## config.mk

```make
export PLATFORM = sky130hd
export DESIGN_NAME = rca_lsq
export DESIGN_NICKNAME = d
export VERILOG_FILES = /design/src/rtl/rca_config.sv /design/src/rtl/rca_lsq_fifo.sv /design/src/rtl/rca_lsq.sv
export SDC_FILE = /design/constraint.sdc
export NUM_CORES = 1
export LEC_CHECK = 0
export ABC_AREA = 1
export BUFFER_PORTS_ARGS = -buffer_cell sky130_fd_sc_hd__buf_4
export CORE_MARGIN = 2
export CORE_UTILIZATION = 40
export DETAILED_ROUTE_END_ITERATION = 7
export SETUP_SLACK_MARGIN = 0.02
export SLEW_MARGIN = 5
export SYNTH_ARGS = -nofsm -noshare
export SYNTH_HDL_FRONTEND = slang
export SYNTH_SLANG_ARGS = --single-unit
```

## constraint.sdc

```tcl
create_clock -name clk -period 12.9 [get_ports clk]
set_input_delay 2.58 -clock clk [delete_from_list [all_inputs] [get_ports clk]]
set_output_delay 2.58 -clock clk [all_outputs]
set_load 0.05 [all_outputs]
```

## src/rtl/rca_config.sv

```systemverilog
// Shared types and constants for the RCA load/store path: queue entry layout,
// funct3 encodings and the access-size decode used by the LSQ.
package rca_config;

   localparam int XLEN      = 32;
   localparam int LSQ_DEPTH = 4;

   localparam logic [2:0] LS_B  = 3'b000;
   localparam logic [2:0] LS_H  = 3'b001;
   localparam logic [2:0] LS_W  = 3'b010;
   localparam logic [2:0] LS_BU = 3'b100;
   localparam logic [2:0] LS_HU = 3'b101;

   typedef struct packed {
      logic [XLEN-1:0] addr;
      logic [XLEN-1:0] data;
      logic [2:0]      fn3;
      logic            is_store;
   } lsq_entry_t;

   typedef enum logic [1:0] {SZ_B, SZ_H, SZ_W} acc_size_e;

   typedef enum logic {ST_REQ, ST_WAIT_LOAD} lsq_state_e;

   // Unused funct3 codes fall through to a full-word access.
   function automatic acc_size_e decode_size(input logic [2:0] f);
      case (f)
         LS_B, LS_BU: return SZ_B;
         LS_H, LS_HU: return SZ_H;
         LS_W:        return SZ_W;
         default:     return SZ_W;
      endcase
   endfunction

endpackage

```

## src/rtl/rca_lsq_fifo.sv

```systemverilog
// DEPTH-entry circular FIFO of LSQ entries with registered occupancy count.
module rca_lsq_fifo
   import rca_config::*;
#(
   parameter int DEPTH = LSQ_DEPTH,
   localparam int AW   = $clog2(DEPTH)
) (
   input  logic          clk,
   input  logic          rst,
   input  logic          push,
   input  lsq_entry_t    din,
   input  logic          pop,
   output lsq_entry_t    dout,
   output logic          full,
   output logic          empty,
   output logic [AW:0]   count
);

   lsq_entry_t    mem_q [DEPTH];
   logic [AW-1:0] head_q, tail_q;
   logic [AW:0]   count_q;
   logic          do_push, do_pop;

   assign full    = (count_q == (AW+1)'(DEPTH));
   assign empty   = (count_q == '0);
   assign count   = count_q;
   assign dout    = mem_q[head_q];
   assign do_push = push & ~full;
   assign do_pop  = pop & ~empty;

   // Pointers wrap naturally because DEPTH is a power of two.
   always_ff @(posedge clk) begin
      if (rst) begin
         head_q  <= '0;
         tail_q  <= '0;
         count_q <= '0;
      end else begin
         if (do_push) tail_q <= tail_q + 1'b1;
         if (do_pop)  head_q <= head_q + 1'b1;
         case ({do_push, do_pop})
            2'b10:   count_q <= count_q + 1'b1;
            2'b01:   count_q <= count_q - 1'b1;
            default: count_q <= count_q;
         endcase
      end
   end

   // NOTE: storage is deliberately not reset; count_q alone says which slots hold live data.
   always_ff @(posedge clk) begin
      if (do_push) mem_q[tail_q] <= din;
   end

endmodule

```

## src/rtl/rca_lsq.sv

```systemverilog
// In-order load/store queue between a PR slot and the RCA memory port: issues one
// request at a time, aligns store lanes and formats returned load data.
module rca_lsq
   import rca_config::*;
#(
   parameter int DEPTH = LSQ_DEPTH
) (
   input  logic            clk,
   input  logic            rst,
   input  logic [XLEN-1:0] addr,
   input  logic [XLEN-1:0] data,
   input  logic [2:0]      fn3,
   input  logic            load,
   input  logic            store,
   input  logic            new_request,
   output logic            lsq_full,
   output logic [XLEN-1:0] load_data,
   output logic            load_complete,
   output logic            mem_req,
   output logic [XLEN-1:0] mem_addr,
   output logic            mem_we,
   output logic [3:0]      mem_be,
   output logic [XLEN-1:0] mem_wdata,
   input  logic            mem_ack,
   input  logic            mem_rvalid,
   input  logic [XLEN-1:0] mem_rdata
);

   localparam int CW = $clog2(DEPTH) + 1;

   lsq_state_e      state_q, state_d;
   lsq_entry_t      head, new_entry;
   logic            fifo_full, fifo_empty, push, pop;
   logic [CW-1:0]   fifo_count;
   logic [XLEN-1:0] load_data_q, load_data_d, load_fmt, shifted;
   logic            load_complete_q, load_complete_d, sign_ext;
   acc_size_e       head_size;
   logic [1:0]      lane;

   assign new_entry = '{addr: addr, data: data, fn3: fn3, is_store: store};
   assign push      = new_request & ~fifo_full & (load ^ store);
   assign lsq_full  = (fifo_count == CW'(DEPTH));

   rca_lsq_fifo #(.DEPTH(DEPTH)) u_fifo (
      .clk   (clk),
      .rst   (rst),
      .push  (push),
      .din   (new_entry),
      .pop   (pop),
      .dout  (head),
      .full  (fifo_full),
      .empty (fifo_empty),
      .count (fifo_count)
   );

   assign head_size = decode_size(head.fn3);
   assign sign_ext  = ~head.fn3[2];
   assign mem_addr  = head.addr;
   assign mem_we    = head.is_store;
   assign shifted   = mem_rdata >> {lane, 3'b000};

   // NOTE: every output of this block gets a default first, so no path can infer a latch.
   always_comb begin
      lane      = 2'b00;
      mem_be    = 4'b1111;
      mem_wdata = head.data;
      load_fmt  = shifted;
      case (head_size)
         SZ_B: begin
            lane      = head.addr[1:0];
            mem_be    = 4'b0001 << lane;
            mem_wdata = {4{head.data[7:0]}};
            load_fmt  = {{(XLEN-8){sign_ext & shifted[7]}}, shifted[7:0]};
         end
         SZ_H: begin
            lane      = {head.addr[1], 1'b0};
            mem_be    = 4'b0011 << lane;
            mem_wdata = {2{head.data[15:0]}};
            load_fmt  = {{(XLEN-16){sign_ext & shifted[15]}}, shifted[15:0]};
         end
         default: ;
      endcase
   end

   always_comb begin
      state_d         = state_q;
      mem_req         = 1'b0;
      pop             = 1'b0;
      load_complete_d = 1'b0;
      load_data_d     = load_data_q;
      case (state_q)
         ST_REQ: begin
            mem_req = ~fifo_empty;
            if (mem_req && mem_ack) begin
               if (head.is_store) pop     = 1'b1;
               else               state_d = ST_WAIT_LOAD;
            end
         end
         ST_WAIT_LOAD: begin
            if (mem_rvalid) begin
               pop             = 1'b1;
               load_complete_d = 1'b1;
               load_data_d     = load_fmt;
               state_d         = ST_REQ;
            end
         end
         default: state_d = ST_REQ;
      endcase
   end

   // NOTE: state registers use non-blocking assignments so all flops update from pre-edge values.
   always_ff @(posedge clk) begin
      if (rst) begin
         state_q         <= ST_REQ;
         load_data_q     <= '0;
         load_complete_q <= 1'b0;
      end else begin
         state_q         <= state_d;
         load_data_q     <= load_data_d;
         load_complete_q <= load_complete_d;
      end
   end

   assign load_data     = load_data_q;
   assign load_complete = load_complete_q;

endmodule

```

==> results.sh <==
export IMPL_status="complete, no violations"
export IMPL_io_pins=210
export IMPL_cp_required_ns=10.32
export IMPL_die_h_um=184.1
export IMPL_clk_pin_slew_ns=0.05
export IMPL_cts_setup_buffers=0
export IMPL_final_hold_violation_count=0
export IMPL_cap_viol_max_count=0
export IMPL_yosysTopAreaCell="edfxtp_1"
export IMPL_drv_slew=0
export IMPL_cts_resized=0
export IMPL_cts_root_buf="clkbuf_16"
export IMPL_crit_slowest_cell="buf_4"
export IMPL_min_period_ns=6.533
export IMPL_syn_area_mm2=0.01297
export IMPL_synth_area_leaders="edfxtp_1 63%, dfxtp_1 6.6%, o21ai_0 5.8%"
export IMPL_slowest_delay_ns=0.68
export IMPL_htreeDepth=2
export IMPL_place_port_buffers=209
export IMPL_ys_ff_latch=315
export IMPL_antenna_found_initial=2
export IMPL_crit_chain="inv_4 > buf_4 > nand2_1 > nand3_2 > nand2_4 > nand2_2 > nand2_1 > inv_1 > buf_4"
export IMPL_crit_family="buffers and inverters"
export IMPL_synth_edff_count=272
export IMPL_worstMarginPinSlew_ns=1.093
export IMPL_vdd_ir_drop_max_mv=0.1033
export IMPL_setup_viol=0
export IMPL_cp_end_kind="output pin"
export IMPL_ant_nets=0
export IMPL_powerDensity_mw_per_mm2=166.3
export IMPL_multi_input_area_mm2=0.003307
export IMPL_start_util=0.4090
export IMPL_whs_ns=0.4599
export IMPL_worstSkewPairLatency_ns=0.51
export IMPL_drive_above_1_share=0.2277
export IMPL_grt_pass1_wl_um=49590
export IMPL_yosysUniqueCellTypes=35
export IMPL_path_buf_inv=4
export IMPL_dr_first_iter_drc_count=919
export IMPL_core_area_mm2=0.03172
export IMPL_startpoint_type="flip-flop"
export IMPL_rsz0062_at_grt="no"
export IMPL_cts_sinks=315
export IMPL_fp_dieW_um=184.1
export IMPL_gp_congestion=0.8660
export IMPL_finalCritPeriodShare=0.5064
export IMPL_num_vias=9161
export IMPL_hold_buffers=0
export IMPL_ys_warnings_count=0
export IMPL_min_path_type="reg -> reg"
export IMPL_die_area_mm2=0.03388
export IMPL_cts_buffers_inserted=36
export IMPL_remaining_drc_errors=0
export IMPL_fmaxAchievable_mhz=153.1
export IMPL_first_global_vias=8772
export IMPL_tritoncts="built"
export IMPL_dp_hpwl_um=20040
export IMPL_worstPathMaxFanout=74
export IMPL_synth_cells=1132
export IMPL_crit_arrival_ns=3.95
export IMPL_n_fill_cell=2851
export IMPL_synth_main_ff_cell="edfxtp_1"
export IMPL_final_setup_tns_ns=0
export IMPL_rows=65
export IMPL_synth_async_sr_flop_share=0
export IMPL_grt_usage=0.1899
export IMPL_yosysTopAreaCellShare=0.6297
export IMPL_crit_type="reg -> out"
export IMPL_areaGrowthSynthToFinish_pct=22.45
export IMPL_fin_nets=1433
export IMPL_synth_area_per_cell_um2=11.46
export IMPL_ff_latch_area_mm2=0.009034
export IMPL_wl_per_cell_um=18.63
export IMPL_yosysSeqAreaShare=0.6961
export IMPL_reg2reg_slack_ns=9.13
export IMPL_clock_skew_ns=0.02264
export IMPL_gr_total_overflow=0
export IMPL_relSlewSlack=0.2712
export IMPL_grt_max_degree=75
export IMPL_dr_pass1_iters=5
export IMPL_drt_total_wl_um=32640
export IMPL_cts_buffer_depth=3
export IMPL_p_leak_uw=0.006225
export IMPL_syn_nets=1244
export IMPL_viasPerCell=5.229
-- sequential cells by signal (all words and copies together) (netlist names), named ones only --
name	flops
u_fifo.count	3
u_fifo.tail_q	2
load_data	32
u_fifo.mem_q	272
load_complete	1
state_q	1
u_fifo.head_q	2
-- cell usage after synthesis (10+ instances only) --
master / number
a21oi_1: 27
o22ai_1: 58
inv_1: 81
o211ai_1: 10
buf_2: 17
nand2_1: 147
nand3_2: 17
o21ai_0: 151
dfxtp_1: 43
nand3_1: 36
edfxtp_1: 272
nor2_1: 168
clkbuf_1: 38
-- worst register-to-register path: stages, from the launching register on --
cell and delay, ns:
dfxtp_4 0.55, inv_4 0.57, buf_4 0.70, nand2_1 0.17, nand3_2 0.12, nand2_4 0.28
nand2_2 0.45, inv_2 0.13, nand3_1 0.12, nand2_2 0.08, nand2_4 0.26, nand3_1 0.13
nand2_1 0.08, inv_1 0.04
-- path summary, 6_finish.rpt --
check	startpoint	endpoint	depth (start not counted)
worst min register to register	load_data[9]$_SDFFE_PP0P_	load_data[9]$_SDFFE_PP0P_	2
worst min-delay path	load_data[9]$_SDFFE_PP0P_	load_data[9]$_SDFFE_PP0P_	2
worst max register to register	flip-flop	load_data[19]$_SDFFE_PP0P_	13
worst max-delay path	flip-flop	mem_be[0]	9
-- per-layer routing --
metal,GRT usage,part of all wire,vias up
met5,0,0,-
met3,0.04239,0.071,52
met4,0.05248,0.021,0
met2,0.3165,0.48,326
li1,-,-,4372
met1,0.2504,0.43,4411
-- stage by stage --
stage	utilization	std cells	setup WS, ns	power [uW]	area (um2)
after floorplan	-	1132	6.380	1567	12970
after global placement	0.4670	1685	6.963	1742	14810
after detailed placement	0.4670	1685	6.899	1746	14810
after CTS	0.5006	1750	6.351	2671	15880
after global routing	0.5006	1750	6.032	2753	15880
final	0.5008	1752	6.367	2641	15880
-- logic make-up after synthesis --
kind of cell	after synthesis	synth area share
and+or+nand+nor	384	0.1291
DFF	315	0.6961
AOI/OAI and AO/OA	270	0.1155
buffers and inverters	155	0.05132
adders and majority gates	6	0.006366
muxes	2	0.001736
-- cells in the final DEF (no fill, tap or decap), types with 4 or more instances in the layout --
cell,instances
o211ai_1,10
clkbuf_16,36
o22ai_1,58
nand2_4,4
clkinv_2,5
nand3_2,17
buf_4,217
edfxtp_1,272
o21ai_1,8
inv_1,81
nand2_2,5
nand2_1,147
dfxtp_1,41
o21a_1,4
o21ai_0,151
nor2_4,4
ha_1,5
inv_2,4
nand3_1,36
a21oi_1,27
nor2_1,164
clkbuf_1,11
clkinv_1,9
a221o_1,5
a31oi_1,5
-- final cells by class --
type                       instances  area share
timing repair buffer             217      0.1026
inverter                          89     0.02135
tap                              402     0.03167
clock inverter                    16    0.006066
clock buffer                      49     0.06105
multi-input combinational        662      0.2082
sequential                       315      0.5688
antenna                            2   0.0003151
-- where the power goes --
| part | internal (uW) | switching [uW] |
|---|---|---|
| registers | 1150 | 18.8 |
| clock network | 530 | 390 |
| logic | 153 | 402 |
| total | 1830 | 811 |
Note: power is estimated with default switching activity, not from simulation.
